## src/rtl/id_ex_pipe_pkg.sv

```systemverilog
// Shared definitions for the ID/EX pipeline slice: opcodes, ALUOp codes and the control word.
package id_ex_pipe_pkg;

    localparam logic [5:0] OPC_RTYPE = 6'h00;
    localparam logic [5:0] OPC_J     = 6'h02;
    localparam logic [5:0] OPC_BEQ   = 6'h04;
    localparam logic [5:0] OPC_BNE   = 6'h05;
    localparam logic [5:0] OPC_ADDI  = 6'h08;
    localparam logic [5:0] OPC_LW    = 6'h23;
    localparam logic [5:0] OPC_SW    = 6'h2b;

    localparam logic [2:0] ALUOP_MEM   = 3'b000;
    localparam logic [2:0] ALUOP_BR    = 3'b001;
    localparam logic [2:0] ALUOP_RTYPE = 3'b010;
    localparam logic [2:0] ALUOP_JUMP  = 3'b111;

    typedef struct packed {
        logic       regdst;
        logic       memread;
        logic       memtoreg;
        logic       memwrite;
        logic       alusrc;
        logic       regwrite;
        logic       beq;
        logic       bne;
        logic [2:0] aluop;
    } ctrl_t;

    localparam int CTRL_W = $bits(ctrl_t);

    // A bubble is an all-zero control word: nothing writes, nothing accesses memory.
    localparam ctrl_t CTRL_BUBBLE = '0;

endpackage

```

## src/rtl/id_ex_pipe_load_use_detect.sv

```systemverilog
// Load-use hazard detection between a load in EX and the instruction in ID.
module load_use_detect
    import id_ex_pipe_pkg::*;
#(
    parameter int REG_W = 5
) (
    input  logic             id_valid,
    input  logic [2:0]       id_aluop,
    input  logic             id_regdst,
    input  logic             id_memwrite,
    input  logic             id_beq,
    input  logic             id_bne,
    input  logic [REG_W-1:0] id_rs,
    input  logic [REG_W-1:0] id_rt,
    input  logic             ex_valid,
    input  logic             ex_memread,
    input  logic [REG_W-1:0] ex_rt,
    output logic             hazard
);

    logic uses_rs;
    logic uses_rt;

    // Jumps read no registers; rt is a source for R-type, stores and branches.
    assign uses_rs = (id_aluop != ALUOP_JUMP);
    assign uses_rt = id_regdst | id_memwrite | id_beq | id_bne;

    assign hazard = id_valid & ex_valid & ex_memread & (ex_rt != '0) &
                    ((uses_rs & (ex_rt == id_rs)) | (uses_rt & (ex_rt == id_rt)));

endmodule

```

## src/rtl/id_ex_pipe.sv

```systemverilog
// ID/EX pipeline register with load-use stall, flush and held-flush handling.
// Optional bubble counter enabled by defining STALL_CNT_EN.
module id_ex_pipe
    import id_ex_pipe_pkg::*;
#(
    parameter int DATA_W = 32,
    parameter int REG_W  = 5
`ifdef STALL_CNT_EN
    ,
    parameter int CNT_W  = 16
`endif
) (
    input  logic              clk,
    input  logic              rst_n,
    input  logic              hold,
    input  logic              flush,
    input  logic              id_valid,
    input  logic              id_regDst,
    input  logic              id_memRead,
    input  logic              id_memtoReg,
    input  logic              id_memWrite,
    input  logic              id_ALUSrc,
    input  logic              id_regWrite,
    input  logic              id_beq,
    input  logic              id_bne,
    input  logic [2:0]        id_ALUOp,
    input  logic [DATA_W-1:0] id_pc4,
    input  logic [DATA_W-1:0] id_rs_data,
    input  logic [DATA_W-1:0] id_rt_data,
    input  logic [DATA_W-1:0] id_imm,
    input  logic [REG_W-1:0]  id_rs,
    input  logic [REG_W-1:0]  id_rt,
    input  logic [REG_W-1:0]  id_rd,
    output logic              stall,
    output logic              ex_valid,
    output logic              ex_regDst,
    output logic              ex_memRead,
    output logic              ex_memtoReg,
    output logic              ex_memWrite,
    output logic              ex_ALUSrc,
    output logic              ex_regWrite,
    output logic              ex_beq,
    output logic              ex_bne,
    output logic [2:0]        ex_ALUOp,
    output logic [DATA_W-1:0] ex_pc4,
    output logic [DATA_W-1:0] ex_rs_data,
    output logic [DATA_W-1:0] ex_rt_data,
    output logic [DATA_W-1:0] ex_imm,
    output logic [REG_W-1:0]  ex_rs,
    output logic [REG_W-1:0]  ex_rt,
    output logic [REG_W-1:0]  ex_rd,
    output logic              pend_flush
`ifdef STALL_CNT_EN
    ,
    output logic [CNT_W-1:0]  stall_cnt
`endif
);

    ctrl_t id_ctrl;
    ctrl_t ex_ctrl;
    logic  hazard;
    logic  flush_eff;

    assign id_ctrl = '{regdst:   id_regDst,
                       memread:  id_memRead,
                       memtoreg: id_memtoReg,
                       memwrite: id_memWrite,
                       alusrc:   id_ALUSrc,
                       regwrite: id_regWrite,
                       beq:      id_beq,
                       bne:      id_bne,
                       aluop:    id_ALUOp};

    load_use_detect #(.REG_W(REG_W)) u_detect (
        .id_valid    (id_valid),
        .id_aluop    (id_ALUOp),
        .id_regdst   (id_regDst),
        .id_memwrite (id_memWrite),
        .id_beq      (id_beq),
        .id_bne      (id_bne),
        .id_rs       (id_rs),
        .id_rt       (id_rt),
        .ex_valid    (ex_valid),
        .ex_memread  (ex_ctrl.memread),
        .ex_rt       (ex_rt),
        .hazard      (hazard)
    );

    // A flushed ID instruction is discarded anyway, so it never needs a stall.
    assign flush_eff = flush | pend_flush;
    assign stall     = hazard & ~flush_eff;

    always_ff @(posedge clk or negedge rst_n) begin
        if (!rst_n) begin
            ex_valid   <= 1'b0;
            ex_ctrl    <= CTRL_BUBBLE;
            ex_pc4     <= '0;
            ex_rs_data <= '0;
            ex_rt_data <= '0;
            ex_imm     <= '0;
            ex_rs      <= '0;
            ex_rt      <= '0;
            ex_rd      <= '0;
            pend_flush <= 1'b0;
        end else if (hold) begin
            // Frozen: remember a flush so it is applied on the first free edge.
            if (flush) pend_flush <= 1'b1;
        end else begin
            ex_pc4     <= id_pc4;
            ex_rs_data <= id_rs_data;
            ex_rt_data <= id_rt_data;
            ex_imm     <= id_imm;
            ex_rs      <= id_rs;
            ex_rt      <= id_rt;
            ex_rd      <= id_rd;
            if (flush_eff) begin
                ex_valid   <= 1'b0;
                ex_ctrl    <= CTRL_BUBBLE;
                pend_flush <= 1'b0;
            end else if (hazard) begin
                ex_valid <= 1'b0;
                ex_ctrl  <= CTRL_BUBBLE;
            end else begin
                ex_valid <= id_valid;
                ex_ctrl  <= id_ctrl;
            end
        end
    end

`ifdef STALL_CNT_EN
    // Only hazard bubbles count; flush bubbles are not stalls.
    always_ff @(posedge clk or negedge rst_n) begin
        if (!rst_n)
            stall_cnt <= '0;
        else if (!hold && !flush_eff && hazard)
            stall_cnt <= stall_cnt + 1'b1;
    end
`endif

    assign ex_regDst   = ex_ctrl.regdst;
    assign ex_memRead  = ex_ctrl.memread;
    assign ex_memtoReg = ex_ctrl.memtoreg;
    assign ex_memWrite = ex_ctrl.memwrite;
    assign ex_ALUSrc   = ex_ctrl.alusrc;
    assign ex_regWrite = ex_ctrl.regwrite;
    assign ex_beq      = ex_ctrl.beq;
    assign ex_bne      = ex_ctrl.bne;
    assign ex_ALUOp    = ex_ctrl.aluop;

endmodule

```

## config.mk

```make
export PLATFORM = sky130hd
export DESIGN_NAME = id_ex_pipe
export DESIGN_NICKNAME = d
export VERILOG_FILES = /design/src/rtl/id_ex_pipe_pkg.sv /design/src/rtl/id_ex_pipe_load_use_detect.sv /design/src/rtl/id_ex_pipe.sv
export SDC_FILE = /design/constraint.sdc
export NUM_CORES = 1
export LEC_CHECK = 0
export ABC_CLOCK_PERIOD_IN_PS = 2990
export CAP_MARGIN = 20
export CORE_MARGIN = 2
export CORE_UTILIZATION = 43
export CTS_CLUSTER_DIAMETER = 150
export DETAILED_ROUTE_END_ITERATION = 7
export GPL_ROUTABILITY_DRIVEN = 0
export GPL_TIMING_DRIVEN = 0
export HOLD_SLACK_MARGIN = 0.08
export PLACE_DENSITY = 0.86
export SLEW_MARGIN = 5
export SYNTH_ARGS = -nofsm -noshare
export SYNTH_HDL_FRONTEND = slang
export SYNTH_SLANG_ARGS = --single-unit
```

## constraint.sdc

```tcl
create_clock -name clk -period 2.99 [get_ports clk]
set_clock_uncertainty 0.05 [all_clocks]
set_input_delay 0.4485 -clock clk [delete_from_list [all_inputs] [get_ports clk]]
set_output_delay 0.4485 -clock clk [all_outputs]
set_load 0.01 [all_outputs]
```

Yosys cells after proc, flatten, opt, wreduce, memory -nomap -nowiden
Index checks and enable logic that the tools add are counted.

cells by class
  equality and inequality tests = 4
  bitwise logic cells = 13
  muxes and demuxes = 7
  reduce and logical (&&, ||, !) cells = 3

operator list
  operator                                               number
  2-to-1 mux 11 bit                                      2
  == test 5 bit                                          2
  AND 1 bit                                              7
  2-to-1 mux 1 bit                                       5
  bitwise OR 1 bit                                       5
  nonzero test 5 bit                                     1
  inequality test 3 bit, second input constant           1
  inequality test 2 x 1 -> 1 bit, second input constant  1
  AND reduction 2 bit                                    1
  nonzero test 2 bit                                     1
  NOT 1 bit                                              1

word-level totals
  input bits = 159
  word-level logic and storage cells = 45
  flip-flop bits (word level) = 156
  output and inout port bits = 157

Longest topological paths before layout
Gate-level depths: netlist of run 1.

  word-level depth = 8
  mapped depth = 5
  depth with buffers taken out = 4

By module
From an unflattened synthesis of run 1, not the netlist that was laid out.

unflattened totals
  cells, all modules = 366
  area, all modules = 6427.4 µm²

modules (own cells, without submodules)
  module           instances  area an instance (µm²)  cells each  sequential area each (µm²)
  id_ex_pipe       1          6283.5                  347         3903.7
  load_use_detect  1          143.9                   19          0.0

Least setup slack after synthesis of run 1
OpenSTA, ideal clock, no wires.

  path type = register -> output
  from = register ex_rt[1]
  to = output port stall
  arrival = 1516 ps
  slack = 975 ps
  data required time = 2492 ps
  stages on the path, launching flop included = 5
  path buffers = 0
  path through = dfrtp_1 > xor2_1 > nor4_1 > a22o_1 > nor4b_1

between the ends
  word-level cells in the longest chain between the ends = 5
  elaborated cells on any way between the ends = 9
  classes of those cells = eq/ne: 2; bitwise: 6; reduce/logical: 1

ends and longest elaborated chain
  item                      RTL line                          RTL
  start: declaration        id_ex_pipe.sv:50                  output logic [REG_W-1:0] ex_rt,
  start signal: assignment  id_ex_pipe.sv:114                 ex_rt <= id_rt;
  == test 5 bit             id_ex_pipe_load_use_detect.sv:29  ((uses_rs & (ex_rt == id_rs)) | (uses_rt & (ex_rt == id_rt)));
  AND 1 bit                 id_ex_pipe_load_use_detect.sv:29
  bitwise OR 1 bit          id_ex_pipe_load_use_detect.sv:29
  AND 1 bit (*)             id_ex_pipe_load_use_detect.sv:28  assign hazard = id_valid & ex_valid & ex_memread & (ex_rt != '0) &
  AND 1 bit (*)             id_ex_pipe.sv:91                  assign stall = hazard & ~flush_eff;
  end: declaration          id_ex_pipe.sv:34                  output logic stall,

Every way passes the cells marked *; elsewhere a longest branch is shown, timed or not.

Worst setup path after layout of run 1
  from = register ex_rt[0]
  to = output port stall

The elaborated chain is that of the path after synthesis.

==> results of run 1 <==
==> cell type report <==
cell class / instances / area (sq um)
well taps: 180 / 225.2
flip-flops and latches: 156 / 3905
clock inverters: 14 / 190.2
fillers: 884 / 3690
repair buffers: 318 / 3199
clock buffers: 18 / 439.2
plain buffers: 21 / 108.9
multi-input cells: 200 / 2069
==> routing by layer <==
metal	global-route usage	wire, microns	up-vias
met5	0	13	-
met3	0.07528	1401	40
li1	-	-	2033
met4	0.1049	535	2
met1	0.2489	6366	2213
met2	0.4137	9550	221
==> sequential cells by signal (all words and copies together) (netlist names), 3 cells and up <==
signal	count
ex_rs_data	32
ex_ALUOp	3
ex_imm	32
ex_rs	5
ex_rt_data	32
ex_rt	5
ex_pc4	32
ex_rd	5
==> report_power, final <==
group	total (mW)	internal, mW	switching, mW
registers	2.46	2.33	0.135
logic	1.19	0.751	0.436
clock network	2.31	1.42	0.883
total	5.95	4.50	1.45
==> through the flow <==
stage          power (mW)  std cells  utilization  hold WS [ps]  setup slack, ps
2_1_floorplan       2.872        377            -         102.9            975.2
3_3_place_gp        3.626        872       0.6822         430.7            -4549
3_5_place_dp        3.672        873       0.6843         432.9            28.72
4_1_cts             5.992        906       0.7305         450.2            8.422
5_1_grt             6.178        907       0.7331         461.3           -15.94
6_report            5.955        907       0.7331         452.0            69.75
==> synthesized netlist by cell type <==
| library cell | n | area share |
|---|---|---|
| a32oi_2 | 1 | 0.0027 |
| a22o_1 | 1 | 0.0014 |
| mux2_2 | 143 | 0.27 |
| a31oi_1 | 1 | 0.0010 |
| o21ai_1 | 3 | 0.0025 |
| nand2_1 | 12 | 0.0074 |
| clkbuf_1 | 4 | 0.0025 |
| nor4b_1 | 1 | 0.0014 |
| buf_2 | 15 | 0.012 |
| or4_1 | 1 | 0.0012 |
| o21a_1 | 1 | 0.0012 |
| dfrtp_1 | 156 | 0.64 |
| o21ai_2 | 9 | 0.013 |
| o2111ai_2 | 1 | 0.0025 |
| xor2_1 | 10 | 0.014 |
| clkbuf_4 | 1 | 0.0012 |
| a32oi_1 | 11 | 0.016 |
| nor2_1 | 1 | 0.00062 |
| nor3_4 | 1 | 0.0027 |
| buf_6 | 1 | 0.0019 |
| nor4_1 | 3 | 0.0031 |
==> worst register-to-register path: cells and delay by family (launching register included) <==
| kind | cells | cell delay, ps |
|---|---|---|
| compound gates | 3 | 470 |
| buf+inv | 1 | 190 |
| simple gates | 1 | 570 |
| flops | 1 | 450 |
==> what timing repair did <==
item / 4_1_cts / 5_1_grt
endpoints found under the hold margin: 66 / 0
setup buffers: 0 / 1
gates resized for setup: 0 / 5
setup endpoints to repair: 0 / 1
hold buffers: 1 / 0
==> logic make-up after synthesis <==
| logic type | after synthesis |
|---|---|
| xor+xnor | 10 |
| mux | 143 |
| flops | 156 |
| buf+inv | 21 |
| compound gates | 28 |
| simple gates | 19 |
==> worst paths after layout <==
path                                 start         end  slack (ps)  depth (start not counted)
worst max-delay path              ex_rt[0]       stall          70                          5
worst min-delay path            ex_pc4[15]  ex_pc4[15]         450                          1
worst max register to register    ex_rt[0]    ex_valid        1190                          5
worst min register to register  ex_pc4[15]  ex_pc4[15]         450                          1
max in group asynchronous            rst_n    ex_rt[1]        1450                          3
min in group asynchronous            rst_n   ex_imm[5]         530                          2
==> run summary, run 1 <==
Seq/Total Area, Yosys: 0.6448
Core area: 0.01383 sq mm
Crit-path max cell delay: 570 ps
Congestion Overflow GR: 0
Net Count, Synth: 536
Largest net degree at the start of global routing: 91
Via count: 4,509
#FFs+latches synth: 156
Vias in the first global route: 4,894
Most frequent cells in the layout: clkdlybuf4s50_1, dfrtp_1, mux2_2, clkbuf_16, buf_2
Hold Path Class: flop to flop
Initial antenna violation count: 1
Maxcap violations: 0
Slew Limit Fails: 0
Die width: 122.7 microns
Mapped Area: 0.006055 sq mm
Rel. slew slack: 0.5733
Max clock buf depth: 2
DRT iter0 DRCs: 241
Total Wirelength: 17,870 microns
Number of antenna diodes: 0
Detailed placement HPWL: 13,040 microns
Max IR drop VDD: 470.6 uV
Kind of critical path: flop to output port
Status: complete, no violations
Cells after Synth: 377
Final hold vios: 0
Antenna viol nets, final: 0
Max FO, Critical Path: 10
Final period util: 0.9767
Critical Path RT: 2490 ps
Largest family of logic cells by synthesized area: multiplexers
TritonRoute pass-1 iters: 4
Synth Area in XOR/XNOR: 0.01447
Pwr/cell area: 587.4 mW/mm^2
# DRC: 0
H-Tree Level Count: 4
Worst path bufs/invs: 2
Syn-to-layout area delta: 67.43%
F_max: 0.3424 GHz
Slowest cell on the critical path: or4_4
Post-synthesis mux area share: 0.2660
CP Capture Type: output port
CTS buffer count: 17
Most common cell after layout, fill and taps aside: clkdlybuf4s50_1
Clock latency on the worst-skew pair: 420 ps
Final layout net count: 873
Critical-path cell list: or4_4, o2111ai_4, buf_6, nor4b_2, clkdlybuf4s50_1
Finished Cell Area: 0.01014 sq mm
Initial core utilization: 0.4379
Wire per inst: 19.70 microns
Unique masters post-synth: 21
Top-Level Pins: 316
# clock sinks: 156
Register clock-pin slew on the reported worst setup and hold paths: 60 ps
Syn Area/Cell: 16.06 sq um
Worst slew pin tran: 640.1 ps
Die height: 122.7 microns
Crit path DAT: 2420 ps
Leakage: 4.156 nW
Compound-gate portion of the synthesized area: 0.04030
Synth Area in Adders: 0
Gr usage total: 0.2320
CTS tree: yes
Total die area: 0.01505 sq mm
Synth Warn #: 0
Share of layout cells above drive strength 1: 0.2902
Simple-gate area share of the yosys netlist: 0.01653
Port bufs: 315
Row count: 43
Fin crit period: 2920 ps
Root buf cell: clkbuf_16
Worst Setup Start Kind: flop
Final setup viols: 0
Global-route wire length before repair: 26,170 microns
Area after DPL: 0.009462 sq mm
Setup_tns: 0 ps
Via density: 4.971
Worst path top cell family by delay: buffers and inverters
Note: power is estimated with default switching activity, not from simulation.
==> inputs of run 2 (changes only) <==
- CORE_ASPECT_RATIO: default -> 1.5
- CORE_UTILIZATION: 43 -> 25
- PLACE_DENSITY: 0.86 -> default
==> run summary, run 2 (synthesis gave the netlist of run 1 again) <==
DRT iter0 DRCs: 117 (-51%)
Most frequent cells in the layout: clkdlybuf4s50_1, dfrtp_1, mux2_2, clkbuf_16, buf_2
Gr usage total: 0.1406 (-0.09143)
Switch Pwr: 1.368 mW (-5.9%)
Worst Setup Start Kind: flop
Max IR drop VDD: 353.4 uV (-25%)
Die width: 131.1 microns (+6.9%)
Fin util: 0.4311 (-0.3020)
Max clock buf depth: 2 (unchanged)
Worst path top cell family by delay: simple AND/OR/NAND/NOR gates
Hold Path Class: flop to flop
Top-Level Pins: 316 (unchanged)
Maxcap violations: 0 (unchanged)
Antenna viol nets, final: 0 (unchanged)
Worst slew pin tran: 701.0 ps (+60.91 ps)
Status: complete, no violations
Clock latency on the worst-skew pair: 420 ps (about the same)
CTS tree: yes
Leakage: 4.125 nW (-0.76%)
Reg power frac: 0.423 (+0.010)
Clk pwr share: 0.374 (-0.013)
Crit path DAT: 2290 ps (-130 ps)
Slew Limit Fails: 0 (unchanged)
Core area: 0.02374 sq mm (+72%)
Combinational Power Share: 0.203 (+0.004)
Max FO, Critical Path: 10 (unchanged)
Total Wirelength: 17,690 microns (-1.0%)
Largest net degree at the start of global routing: 83 (-8.8%)
Wire per inst: 16.97 microns (-14%)
CP Capture Type: output port
Slowest cell on the critical path: or4_1
Die height: 194.6 microns (+59%)
Most common cell after layout, fill and taps aside: clkdlybuf4s50_1
Kind of critical path: flop to output port
Final layout net count: 872 (-0.11%)
Final period util: 0.9316 (-0.04504)
Switching share of power: 0.2364 (-0.007825)
Global-route wire length before repair: 26,970 microns (+3.1%)
Number of antenna diodes: 0 (unchanged)
Port bufs: 315 (unchanged)
Detailed placement HPWL: 13,790 microns (+5.7%)
H-Tree Level Count: 4 (unchanged)
RSZ-0062 raised after global routing: false
Congestion Overflow GR: 0 (unchanged)
Pwr/cell area: 565.5 mW/mm^2 (-3.7%)
Share of layout cells above drive strength 1: 0.2766 (-0.01361)
F_max: 0.3590 GHz (+4.8%)
Register clock-pin slew on the reported worst setup and hold paths: 60 ps (about the same)
# DRC: 0 (unchanged)
Crit-path max cell delay: 560 ps (about the same)
Vias in the first global route: 4,901 (+0.14%)
Worst path bufs/invs: 2 (unchanged)
# clock sinks: 156 (unchanged)
Initial antenna violation count: 0 (-1)
Syn-to-layout area delta: 69.06%
Via density: 4.284 (-14%)
Total chip power: 5.789 mW (-2.8%)
Critical Path RT: 2490 ps (about the same)
Total die area: 0.02550 sq mm (+70%)
Fill cell count: 2,220 (+150%)
Root buf cell: clkbuf_16
CTS buffer count: 17 (unchanged)
Row count: 69 (+60%)
Final hold vios: 0 (unchanged)
Post-CTS Setup Bufs: 0 (unchanged)
TritonRoute pass-1 iters: 4 (unchanged)
Fin crit period: 2786 ps (-134.7 ps)
Initial core utilization: 0.2550 (-0.1829)
Critical-path cell list: or4_1, o2111ai_2, buf_6, nor4b_1, dlygate4sd2_1
Final setup viols: 0 (unchanged)
Via count: 4,464 (-1.0%)
Int Power: 4.420 mW (-1.8%)
Rel. slew slack: 0.5327 (-0.04060)
-- run 2: final timing paths --
check	to	depth (start not counted)	slack [ps]	from
hold reg to reg	ex_rs_data[14]	1	450	ex_rs_data[14]
max in group asynchronous	ex_rt_data[10]	3	1550	rst_n
hold / removal	ex_rs_data[14]	1	450	ex_rs_data[14]
min in group asynchronous	ex_memWrite	2	530	rst_n
setup / recovery	stall	5	200	ex_rt[3]
setup reg to reg	ex_valid	5	1150	ex_rt[3]
-- run 2: metal layers --
metal  global-route usage  wire length [microns]  up-vias  share of wire
li1                     -                      -     2027              -
met1               0.1375                   5883     2206           0.33
met2               0.2589                   9933      200           0.56
met3              0.05037                   1384       31          0.078
met4              0.06107                    486        0          0.027
met5                    0                      0        -              0
-- run 2: what timing repair did --
item,4_1_cts,5_1_grt
hold endpoints to repair,74,0
hold buffers,1,0
endpoints found under the setup margin,1,1
gates resized for setup,1,1
cloned,0,0
-- run 2: layout make-up --
| class | instances | area, sq um | area share |
|---|---|---|---|
| buffer | 21 | 108.9 | 0.01063 |
| clock buffer | 23 | 467.9 | 0.04572 |
| clock inverter | 6 | 113.9 | 0.01112 |
| multi-input combinational | 200 | 2048 | 0.2001 |
| sequential | 156 | 3904 | 0.3814 |
| tap | 319 | 399.1 | 0.03899 |
| timing repair buffer | 317 | 3194 | 0.3121 |
-- run 2: metrics by stage --
step / hold slack [ps] / std cells / TNS [ps] / area [sq um] / worst slack, ps
4_1_cts: 452.1 / 1042 / 0 / 10230 / 171.9
6_report: 450.4 / 1042 / 0 / 10240 / 204.4
3_5_place_dp: 407.7 / 1012 / -21.10 / 9639 / -21.10
5_1_grt: 467.3 / 1042 / 0 / 10240 / 42.50
2_1_floorplan: 102.9 / 377 / 0 / 6055 / 975.2
3_3_place_gp: 431.2 / 1011 / -733570 / 9607 / -4718
-- run 2: worst register-to-register path: stages, from the launching register on --
cell and delay, ps:
dfrtp_1 450, or4_1 560, o2111ai_2 300, buf_6 200
a32oi_1 130, o21ai_2 80
-- run 2: power by group through the flow --
stage	Combinational (mW)	Sequential, mW	Clock, mW
2_1_floorplan	0.295	2.58	0
3_3_place_gp	1.17	2.48	0
3_5_place_dp	1.19	2.49	0
4_1_cts	1.20	2.45	2.26
5_1_grt	1.26	2.48	2.34
6_report	1.17	2.45	2.17
==> inputs of run 3 (changes only) <==
- ABC_CLOCK_PERIOD_IN_PS: 2990 -> 3400
- CAP_MARGIN: 20 -> default
- clock period: 2.99 -> 3.4 ns (I/O delays scaled with it)
==> run summary, run 3 (synthesis gave the netlist of run 1 again) <==
Status: complete, no violations
Worst slew pin tran: 701.1 ps (+0.1161 ps)
Initial core utilization: 0.2550 (unchanged)
Fin util: 0.4309 (about the same)
Root buf cell: clkbuf_16
Finished Layout Cells: 1,042 (unchanged)
Total chip power: 5.090 mW (-12%)
Hold Path Class: flop to flop
Critical Path RT: 2840 ps (+350 ps)
Register clock-pin slew on the reported worst setup and hold paths: 60 ps (about the same)
Share of layout cells above drive strength 1: 0.2752 (-0.001383)
Wire per inst: 16.99 microns (+0.11%)
Most used cell, CP: clkdlybuf4s50_1
H-Tree Level Count: 4 (unchanged)
Maxcap violations: 0 (unchanged)
Worst path bufs/invs: 2 (unchanged)
Max IR drop VDD: 310.6 uV (-12%)
Kind of critical path: input port to output port
Total Wirelength: 17,710 microns (+0.11%)
Clock latency on the worst-skew pair: 420 ps (about the same)
Int Power: 3.887 mW (-12%)
Pwr/cell area: 497.5 mW/mm^2 (-12%)
Most common cell after layout, fill and taps aside: clkdlybuf4s50_1
Via count: 4,482 (+0.40%)
Setup_tns: 0 ps (unchanged)
Rel. slew slack: 0.5326 (about the same)
Worst path top cell family by delay: buffers and inverters
Switch Pwr: 1.204 mW (-12%)
Area after DPL: 0.009639 sq mm (unchanged)
CTS tree: yes
Finished Cell Area: 0.01023 sq mm (about the same)
Max clock buf depth: 2 (unchanged)
Placed cells: 1,012 (unchanged)
Fin crit period: 3177 ps
Area of the multi-input gates: 0.002042 sq mm (-0.31%)
CTS resizes: 0 (-1)
Total die area: 0.02550 sq mm (unchanged)
CP Capture Type: output port
# clock sinks: 156 (unchanged)
Die width: 131.1 microns (unchanged)
Largest net degree at the start of global routing: 83 (unchanged)
Crit-path max cell delay: 620 ps (+60 ps)
Critical-path cell list: clkdlybuf4s50_1, xor2_1, nor4_1, a22o_1, nor4b_1, clkdlybuf4s50_1
FF/Latch Area: 0.003904 sq mm (unchanged)
Row count: 69 (unchanged)
Gr usage total: 0.1406 (unchanged)
Vias in the first global route: 4,901 (unchanged)
Final hold vios: 0 (unchanged)
Leakage: 4.119 nW (-0.13%)
DRT iter0 DRCs: 110 (-6.0%)
Antenna viol nets, final: 0 (unchanged)
F_max: 0.3148 GHz
Slowest cell on the critical path: clkdlybuf4s50_1
Most frequent cells in the layout: clkdlybuf4s50_1, dfrtp_1, mux2_2, clkbuf_16, buf_2
Final layout net count: 872 (unchanged)
Final setup viols: 0 (unchanged)
Die height: 194.6 microns (unchanged)
Top-Level Pins: 316 (unchanged)
Slew Limit Fails: 0 (unchanged)
Congestion Overflow GR: 0 (unchanged)
Global-route wire length before repair: 26,970 microns (unchanged)
Max FO, Critical Path: 4 (-6)
Core area: 0.02374 sq mm (unchanged)
Reg power frac: 0.423 (about the same)
CTS buffer count: 17 (unchanged)
Worst Setup Start Kind: input port
Crit path DAT: 2620 ps (+330 ps)
Final period util: 0.9344
RSZ-0062 raised after global routing: false
CTS hold repair buffers: 1 (unchanged)
# DRC: 0 (unchanged)
Switching share of power: 0.2364 (about the same)
Initial antenna violation count: 0 (unchanged)
Number of antenna diodes: 0 (unchanged)
Port bufs: 315 (unchanged)
Post-CTS Setup Bufs: 0 (unchanged)
Clk pwr share: 0.374 (about the same)
Via density: 4.301 (+0.40%)
Syn-to-layout area delta: 68.98% (about the same)
Detailed placement HPWL: 13,790 microns (unchanged)
Combinational Power Share: 0.202 (about the same)
Fill cell count: 2,221 (+0.045%)
TritonRoute pass-1 iters: 4 (unchanged)
==> run 3: cell types whose count changed in the layout (fill, tap and decap cells not counted) <==
| cell | previous run | this run |
|---|---|---|
| clkdlybuf4s50_1 | 313 | 314 |
| dlygate4sd2_1 | 1 | 0 |
| nor4_1 | 2 | 3 |
| nor4_2 | 1 | 0 |
==> run 3: worst paths after layout <==
check                               start              to  slack (ps)  depth (start not counted)
min in group asynchronous           rst_n     ex_memWrite         590                          2
max in group asynchronous           rst_n  ex_rt_data[10]        1900                          3
hold / removal             ex_rs_data[14]  ex_rs_data[14]         450                          1
hold reg to reg            ex_rs_data[14]  ex_rs_data[14]         450                          1
setup reg to reg                 ex_rt[1]          ex_beq        1520                          5
setup / recovery                 id_rs[1]           stall         220                          6
==> run 3: metal layers <==
metal	track usage	part of all wire	vias up
met4	0.06107	0.027	0
met1	0.1375	0.33	2222
met2	0.2589	0.56	202
met3	0.05037	0.078	31
li1	-	-	2027
met5	0	0	-
==> run 3: final cells by class <==
class / count / share of cell area
plain buffers: 21 / 0.01064
clock buffers: 23 / 0.04574
clock inverters: 6 / 0.01113
multi-input cells: 200 / 0.1996
flip-flops and latches: 156 / 0.3816
well taps: 319 / 0.03901
repair buffers: 317 / 0.3123
==> run 3: stage by stage <==
stage	hold slack, ps	worst slack [ps]
final	450.4	222.9
after detailed placement	435.3	265.9
after floorplan	164.4	1310
after global placement	431.2	-4370
after global routing	467.3	4.290
after CTS	452.1	251.2
==> run 3: power by group through the flow <==
stage | sequential [mW] | clock [mW] | combinational, mW
after global placement | 2.18 | 0 | 1.03
after global routing | 2.18 | 2.06 | 1.10
after detailed placement | 2.19 | 0 | 1.05
after CTS | 2.16 | 1.99 | 1.05
after floorplan | 2.27 | 0 | 0.259
final | 2.15 | 1.91 | 1.03
